`config.mk`:
```
export PLATFORM = sky130hd
export DESIGN_NAME = riscv_mc_ctrl
export DESIGN_NICKNAME = d
export VERILOG_FILES = /design/src/rtl/riscv_mc_ctrl.sv
export SDC_FILE = /design/constraint.sdc
export NUM_CORES = 1
export LEC_CHECK = 0
export CAP_MARGIN = 20
export CORE_MARGIN = 1.5
export CORE_UTILIZATION = 50
export CTS_CLUSTER_SIZE = 10
export DETAILED_ROUTE_END_ITERATION = 6
export PLACE_DENSITY = 0.84
export SYNTH_ARGS = -nofsm -noshare
export SYNTH_HDL_FRONTEND = slang
export SYNTH_SLANG_ARGS = --single-unit
```
`constraint.sdc`:
```
create_clock -name clk -period 6.5 [get_ports clk]
set_input_delay 1.625 -clock clk [delete_from_list [all_inputs] [get_ports clk]]
set_output_delay 1.625 -clock clk [all_outputs]
set_load 0.01 [all_outputs]
```
`src/rtl/riscv_mc_ctrl.sv`:
```
`default_nettype none
// ============================================================================
// Module   : riscv_mc_ctrl
// Brief    : Multi-cycle RV32I control unit (fetch/decode/exec/mem/wb) with
//            memory wait handshake, memory timeout and illegal-opcode trap.
//            Optional macro RV_M_EXT_EN enables M-extension MDWAIT stalls.
// Revision : 1.0
// ============================================================================
module riscv_mc_ctrl #(
    parameter int MEM_TIMEOUT   = 16,
    parameter int TIMEOUT_W     = 8,
    parameter int STRICT_DECODE = 1
) (
    input  logic        clk,
    input  logic        rst_n,
    input  logic [31:0] instr,
    input  logic        mem_ready,
    input  logic        md_done,
    input  logic        trap_ack,
    output logic        cy1,
    output logic        cy2,
    output logic        walu,
    output logic        wmdr,
    output logic        wpc,
    output logic        wreg,
    output logic        ce,
    output logic        rw,
    output logic [1:0]  bw,
    output logic        rst_md,
    output logic [2:0]  fmt,
    output logic        trap,
    output logic [2:0]  state
);

    localparam logic [2:0] S_FETCH  = 3'd0;
    localparam logic [2:0] S_DECODE = 3'd1;
    localparam logic [2:0] S_EXEC   = 3'd2;
    localparam logic [2:0] S_MEM    = 3'd3;
    localparam logic [2:0] S_WB     = 3'd4;
    localparam logic [2:0] S_MDWAIT = 3'd5;
    localparam logic [2:0] S_TRAP   = 3'd6;

    localparam logic [6:0] c_op_lui    = 7'b0110111;
    localparam logic [6:0] c_op_auipc  = 7'b0010111;
    localparam logic [6:0] c_op_jal    = 7'b1101111;
    localparam logic [6:0] c_op_jalr   = 7'b1100111;
    localparam logic [6:0] c_op_branch = 7'b1100011;
    localparam logic [6:0] c_op_load   = 7'b0000011;
    localparam logic [6:0] c_op_store  = 7'b0100011;
    localparam logic [6:0] c_op_opimm  = 7'b0010011;
    localparam logic [6:0] c_op_op     = 7'b0110011;
    localparam logic [6:0] c_op_fence  = 7'b0001111;
    localparam logic [6:0] c_op_system = 7'b1110011;

    localparam logic [2:0] c_fmt_r = 3'd0;
    localparam logic [2:0] c_fmt_i = 3'd1;
    localparam logic [2:0] c_fmt_s = 3'd2;
    localparam logic [2:0] c_fmt_b = 3'd3;
    localparam logic [2:0] c_fmt_u = 3'd4;
    localparam logic [2:0] c_fmt_j = 3'd5;

    // Execution class decides the path taken after EXEC.
    localparam logic [2:0] c_cls_alu   = 3'd0;
    localparam logic [2:0] c_cls_load  = 3'd1;
    localparam logic [2:0] c_cls_store = 3'd2;
    localparam logic [2:0] c_cls_pc    = 3'd3;
    localparam logic [2:0] c_cls_md    = 3'd4;

    localparam logic [TIMEOUT_W-1:0] c_wait_last =
        TIMEOUT_W'((MEM_TIMEOUT > 0) ? (MEM_TIMEOUT - 1) : 0);

    logic [2:0]           r_state;
    logic [31:0]          r_ir;
    logic [TIMEOUT_W-1:0] r_wait;

    logic [6:0] w_opcode;
    logic [2:0] w_f3;
    logic [6:0] w_f7;
    logic       w_legal_op;
    logic       w_legal_fn;
    logic       w_legal;
    logic [2:0] w_fmt;
    logic [2:0] w_cls;
    logic       w_timeout;
    logic       w_rd_nz;
    logic       w_unused_ir;

    assign w_opcode    = r_ir[6:0];
    assign w_f3        = r_ir[14:12];
    assign w_f7        = r_ir[31:25];
    assign w_rd_nz     = (r_ir[11:7] != 5'd0);
    assign w_unused_ir = ^r_ir[24:15];

    always_comb begin
        w_legal_op = 1'b1;
        w_legal_fn = 1'b1;
        w_fmt      = c_fmt_i;
        w_cls      = c_cls_pc;
        case (w_opcode)
            c_op_lui, c_op_auipc: begin w_fmt = c_fmt_u; w_cls = c_cls_alu; end
            c_op_jal:    begin w_fmt = c_fmt_j; w_cls = c_cls_alu; end
            c_op_jalr:   begin w_cls = c_cls_alu; w_legal_fn = (w_f3 == 3'd0); end
            c_op_branch: begin
                w_fmt      = c_fmt_b;
                w_legal_fn = (w_f3 != 3'd2) && (w_f3 != 3'd3);
            end
            c_op_load: begin
                w_cls      = c_cls_load;
                w_legal_fn = (w_f3 != 3'd3) && (w_f3 != 3'd6) && (w_f3 != 3'd7);
            end
            c_op_store: begin
                w_fmt      = c_fmt_s;
                w_cls      = c_cls_store;
                w_legal_fn = (w_f3 <= 3'd2);
            end
            c_op_opimm: begin
                w_cls = c_cls_alu;
                if (w_f3 == 3'd1)
                    w_legal_fn = (w_f7 == 7'h00);
                else if (w_f3 == 3'd5)
                    w_legal_fn = (w_f7 == 7'h00) || (w_f7 == 7'h20);
            end
            c_op_op: begin
                w_fmt      = c_fmt_r;
                w_cls      = c_cls_alu;
                w_legal_fn = (w_f7 == 7'h00) ||
                             ((w_f7 == 7'h20) && ((w_f3 == 3'd0) || (w_f3 == 3'd5)));
`ifdef RV_M_EXT_EN
                if (w_f7 == 7'h01) begin
                    w_legal_fn = 1'b1;
                    w_cls      = c_cls_md;
                end
`endif
            end
            c_op_fence, c_op_system: w_legal_fn = (w_f3 == 3'd0);
            default: w_legal_op = 1'b0;
        endcase
    end

    assign w_legal   = w_legal_op && ((STRICT_DECODE == 0) || w_legal_fn);
    assign w_timeout = (MEM_TIMEOUT != 0) && (r_wait == c_wait_last);

    // The wait counter only survives consecutive not-ready cycles in FETCH/MEM,
    // so it is zero on entry to every state.
    always_ff @(posedge clk) begin
        if (!rst_n) begin
            r_state <= S_FETCH;
            r_ir    <= 32'd0;
            r_wait  <= '0;
        end else begin
            r_wait <= '0;
            case (r_state)
                S_FETCH: begin
                    if (mem_ready) begin
                        r_ir    <= instr;
                        r_state <= S_DECODE;
                    end else if (w_timeout) begin
                        r_state <= S_TRAP;
                    end else begin
                        r_wait <= r_wait + 1'b1;
                    end
                end
                S_DECODE: r_state <= w_legal ? S_EXEC : S_TRAP;
                S_EXEC: begin
                    case (w_cls)
                        c_cls_load, c_cls_store: r_state <= S_MEM;
                        c_cls_alu:               r_state <= S_WB;
`ifdef RV_M_EXT_EN
                        c_cls_md:                r_state <= S_MDWAIT;
`else
                        c_cls_md:                r_state <= S_TRAP;
`endif
                        default:                 r_state <= S_FETCH;
                    endcase
                end
                S_MEM: begin
                    if (mem_ready)
                        r_state <= (w_cls == c_cls_load) ? S_WB : S_FETCH;
                    else if (w_timeout)
                        r_state <= S_TRAP;
                    else
                        r_wait <= r_wait + 1'b1;
                end
                S_WB:     r_state <= S_FETCH;
                S_MDWAIT: if (md_done) r_state <= S_WB;
                S_TRAP:   if (trap_ack) r_state <= S_FETCH;
                default:  r_state <= S_FETCH;
            endcase
        end
    end

    always_comb begin
        cy1    = 1'b0;
        cy2    = 1'b0;
        walu   = 1'b0;
        wmdr   = 1'b0;
        wpc    = 1'b0;
        wreg   = 1'b0;
        ce     = 1'b0;
        rw     = 1'b0;
        bw     = 2'b00;
        rst_md = 1'b0;
        trap   = 1'b0;
        fmt    = w_fmt;
        state  = r_state;
        case (r_state)
            S_FETCH: begin
                cy1 = 1'b1;
                ce  = 1'b1;
                rw  = 1'b1;
                bw  = 2'b10;
            end
            S_DECODE: cy2 = 1'b1;
            S_EXEC: begin
                walu = 1'b1;
                wpc  = (w_cls == c_cls_pc);
`ifdef RV_M_EXT_EN
                rst_md = (w_cls == c_cls_md);
`endif
            end
            S_MEM: begin
                ce   = 1'b1;
                rw   = (w_cls == c_cls_load);
                wmdr = (w_cls == c_cls_load);
                bw   = w_f3[1:0];
                wpc  = (w_cls == c_cls_store) && mem_ready;
            end
            S_WB: begin
                wpc  = 1'b1;
                wreg = w_rd_nz;
            end
            S_TRAP: begin
                trap = 1'b1;
                wpc  = trap_ack;
            end
            default: ;
        endcase
        if (!rst_n) begin
            cy1    = 1'b0;
            cy2    = 1'b0;
            walu   = 1'b0;
            wmdr   = 1'b0;
            wpc    = 1'b0;
            wreg   = 1'b0;
            ce     = 1'b0;
            rw     = 1'b0;
            bw     = 2'b00;
            rst_md = 1'b0;
            trap   = 1'b0;
            fmt    = 3'd0;
            state  = 3'd0;
        end
    end

endmodule
`default_nettype wire
```
==> metrics.txt <==
# TYPE chip_impl_metric gauge
chip_impl_info{name="outcome",value="finished clean"} 1
chip_impl_metric{name="design_area",unit="mm2"} 0.00240
chip_impl_metric{name="worst-slew-pin-transition",unit="ns"} 0.780
chip_impl_metric{name="cts-buffers-inserted",unit=""} 5
chip_impl_metric{name="synth_cell_type_count",unit=""} 51
chip_impl_metric{name="antenna_found_initial",unit=""} 0
chip_impl_metric{name="leakage",unit="uW"} 0.000882
chip_impl_info{name="path_class",value="primary input to output pin"} 1
chip_impl_info{name="dominant_combinational_cell_family_by_area_after_synthesis",value="simple AND/OR/NAND/NOR gates"} 1
chip_impl_metric{name="clock-skew-final",unit="ns"} 0.00499
chip_impl_metric{name="fillers",unit=""} 310
chip_impl_metric{name="vias",unit=""} 1852
chip_impl_metric{name="cp_max_fo",unit=""} 7
chip_impl_metric{name="synth_mux_area_share",unit="%"} 1.08
chip_impl_metric{name="power_density",unit="mW/mm2"} 224
chip_impl_metric{name="area_added_between_synthesis_and_finish",unit="%"} 29.7
chip_impl_info{name="regToRegStartpoint",value="r_ir[3]"} 1
chip_impl_metric{name="hold_path_depth",unit=""} 1
chip_impl_info{name="grt_setup_unrepaired",value="false"} 1
chip_impl_metric{name="grt_max_degree",unit=""} 28
chip_impl_metric{name="rows",unit=""} 21
chip_impl_info{name="timing.hold.worst.class",value="flip-flop to flip-flop"} 1
chip_impl_info{name="cp-startpoint",value="rst_n"} 1
chip_impl_info{name="clock_tree_from_tritoncts",value="done"} 1
chip_impl_metric{name="drtAntennaViolNets",unit=""} 0
chip_impl_metric{name="floorplan.initialDensity",unit="%"} 53.8
chip_impl_metric{name="period_minus_slack",unit="ns"} 5.07
chip_impl_metric{name="synthCells",unit=""} 255
chip_impl_info{name="synth_flop_cell",value="dfxtp_1"} 1
chip_impl_metric{name="synth_top_area_share",unit="%"} 35.7
chip_impl_info{name="cell_chosen_for_the_clock_root",value="clkbuf_8"} 1
chip_impl_metric{name="fp.dieArea",unit="mm2"} 0.00408
chip_impl_metric{name="worst_ep_required_time",unit="ns"} 4.88
chip_impl_metric{name="layout.nets",unit=""} 330
chip_impl_metric{name="numClockSinks",unit=""} 33
chip_impl_metric{name="final-instance-count-excl-fill",unit=""} 337
chip_impl_metric{name="placeableCoreArea",unit="mm2"} 0.00344
chip_impl_metric{name="buffer_ports.inserted",unit=""} 43
chip_impl_metric{name="synthSimpleGateAreaFrac",unit="%"} 32.4
chip_impl_metric{name="peak_vdd_ir",unit="mV"} 0.181
chip_impl_metric{name="setup_viol_count_final",unit=""} 0
chip_impl_metric{name="global_placement_routability_congestion",unit=""} 0.936
chip_impl_metric{name="chipHeight",unit="um"} 63.9
chip_impl_metric{name="place_hpwl",unit="mm"} 3.06
chip_impl_metric{name="clk-insertion-delay-late",unit="ns"} 0.29
chip_impl_info{name="startpoint_type",value="primary input"} 1
chip_impl_metric{name="synth_edf_count",unit=""} 0
chip_impl_metric{name="grt_remaining_overflow",unit=""} 0
chip_impl_metric{name="ctsResizeCount",unit=""} 0
chip_impl_info{name="timing.hold.worst.start",value="r_wait[0]"} 1
chip_impl_metric{name="synth_fp_nets",unit=""} 295
chip_impl_metric{name="drt-total-wl",unit="mm"} 4.35
chip_impl_metric{name="reg2reg_setup_slack",unit="ns"} 4.15
chip_impl_metric{name="xor_xnor_portion_of_the_synthesized_cell_area",unit="%"} 3.31
chip_impl_metric{name="synthArstFlopShare",unit="%"} 0
chip_impl_info{name="netlist_top_cells_area",value="dfxtp_1, nand2_1, a21oi_1, nor2_1, clkbuf_1"} 1
chip_impl_metric{name="placed_cells",unit=""} 329
chip_impl_metric{name="die_w",unit="um"} 63.9
chip_impl_metric{name="report.power.total",unit="uW"} 539
chip_impl_metric{name="highest_attainable_clock_frequency",unit="MHz"} 197
chip_impl_metric{name="cell_area_after_technology_mapping",unit="mm2"} 0.00185
chip_impl_metric{name="dr_drc_count",unit=""} 0
chip_impl_metric{name="synth-compound-area-share",unit="%"} 19.5
chip_impl_metric{name="gr-usage-all-layers",unit="%"} 23.4
chip_impl_metric{name="first_iter_violations",unit=""} 117
chip_impl_metric{name="yosysSeqAreaShare",unit="%"} 35.7
chip_impl_metric{name="vias_per_cell",unit=""} 5.50
chip_impl_metric{name="first_pass_grt_wire_length",unit="mm"} 7.53
chip_impl_metric{name="diodes",unit=""} 0
chip_impl_metric{name="final.period_utilization",unit="%"} 78.0
chip_impl_metric{name="clock_tree.buffer_depth",unit=""} 2
chip_impl_info{name="post-synth-top-area-cell",value="dfxtp_1"} 1
chip_impl_metric{name="timing.final.hold_violations",unit=""} 0
chip_impl_metric{name="r2r_cells",unit=""} 8
chip_impl_metric{name="final.setup.tns",unit="ns"} 0
chip_impl_metric{name="top_level_ports",unit=""} 55
chip_impl_metric{name="grt_pass1_vias",unit=""} 1680
chip_impl_metric{name="critical_path_arrival",unit="ns"} 3.45
chip_impl_metric{name="drt-pass1-iter-count",unit=""} 4
chip_impl_metric{name="synth_area_per_cell",unit="um2"} 7.26
chip_impl_metric{name="synth_seq_cells",unit=""} 33
chip_impl_metric{name="timing.final.max_slew_violations",unit=""} 0
chip_impl_metric{name="detailed_place.area",unit="mm2"} 0.00229
chip_impl_metric{name="max-cap-violations",unit=""} 0
chip_impl_metric{name="cts_hold_repair.buffers",unit=""} 0
chip_impl_metric{name="avgRoutedWirePerCell",unit="um"} 12.9
chip_impl_info{name="final_common_cell",value="nand2_1"} 1
chip_impl_info{name="kind_of_capture_point_of_the_worst_setup_path",value="output pin"} 1
chip_impl_metric{name="synthAdderAreaFrac",unit="%"} 2.03
chip_impl_metric{name="synth_warnings",unit=""} 0
chip_impl_info{name="mostFrequentLayoutCells",value="nand2_1, clkdlybuf4s50_1, a21oi_1, dfxtp_1, nor2_1"} 1
chip_impl_metric{name="postCtsSetupBuffers",unit=""} 0
chip_impl_metric{name="relSlewSlack",unit="%"} 47.9
chip_impl_metric{name="path_clk_slew",unit="ns"} 0.07
chip_impl_metric{name="post_route_cells_drive_above_1_share",unit="%"} 4.81
chip_impl_metric{name="cts_max_level",unit=""} 2
[synth_stat cells, drive strengths merged, types with 3 or more instances]
cell type	count
nor4	4
buf	5
nand3	5
a211oi	4
o21ai	3
nand2b	4
nor3b	3
nor3	6
clkbuf	12
ha	3
and3	5
nand2	59
dfxtp	33
inv	8
a21oi	33
or2	4
nor2	22
xnor2	5
[sequential cells by signal (all words and copies together), names as in the netlist]
| register | count |
|---|---|
| r_ir | 22 |
| r_state | 3 |
| r_wait | 8 |
[final timing paths]
check | to
min | r_wait[0]
max reg2reg | r_state[2]
max | rw
min reg2reg | r_wait[0]
[cell type report]
class	count	area [um2]	share of cell area [%]
Multi-Input combinational cell	196	1080	45.2
Clock buffer	7	86.3	3.59
Inverter	9	33.8	1.41
Clock inverter	1	30.0	1.25
Timing Repair Buffer	45	449	18.7
Sequential cell	33	661	27.5
Tap cell	46	57.6	2.40
[where the power goes]
part	switching, uW	leakage, uW	total [uW]	internal [uW]
Clock	74.3	0.0000585	199	125
Combinational	53.5	0.000554	105	51.8
Sequential	18.5	0.000270	234	216
Total	146	0.000882	539	393
[metal layers]
layer	GRT usage [%]	vias up	wire, um
met1	30.0	837	1980
li1	-	947	-
met2	35.9	62	2010
met4	10.3	0	68
met5	0	-	0
met3	7.39	6	286
[cells by family (layout without fill, tap and decap cells)]
| group | Yosys count | in the layout |
|---|---|---|
| compound gates | 57 | 57 |
| buf+inv | 26 | 62 |
| mux | 2 | 2 |
| flops | 33 | 33 |
| other cells | 1 | 1 |
| fa+ha+maj | 3 | 3 |
| simple gates | 126 | 126 |
| xor+xnor | 7 | 7 |
[worst max-delay path, stage by stage]
cell	delay, ns
clkdlybuf4s50_1	0.62
nand2_1	0.22
nor3b_1	0.31
or2_1	0.14
clkdlybuf4s50_1	0.53
[stage by stage]
stage               hold WS (ns)  worst slack [ns]  util (%)
global placement           0.428              1.43      66.1
global route               0.469              1.34      69.8
CTS                        0.447              1.43      69.8
detailed placement         0.434              1.45      66.4
finish                     0.441              1.43      69.8
floorplan                  0.413              2.41         -
(Power assumes the default switching activity.)
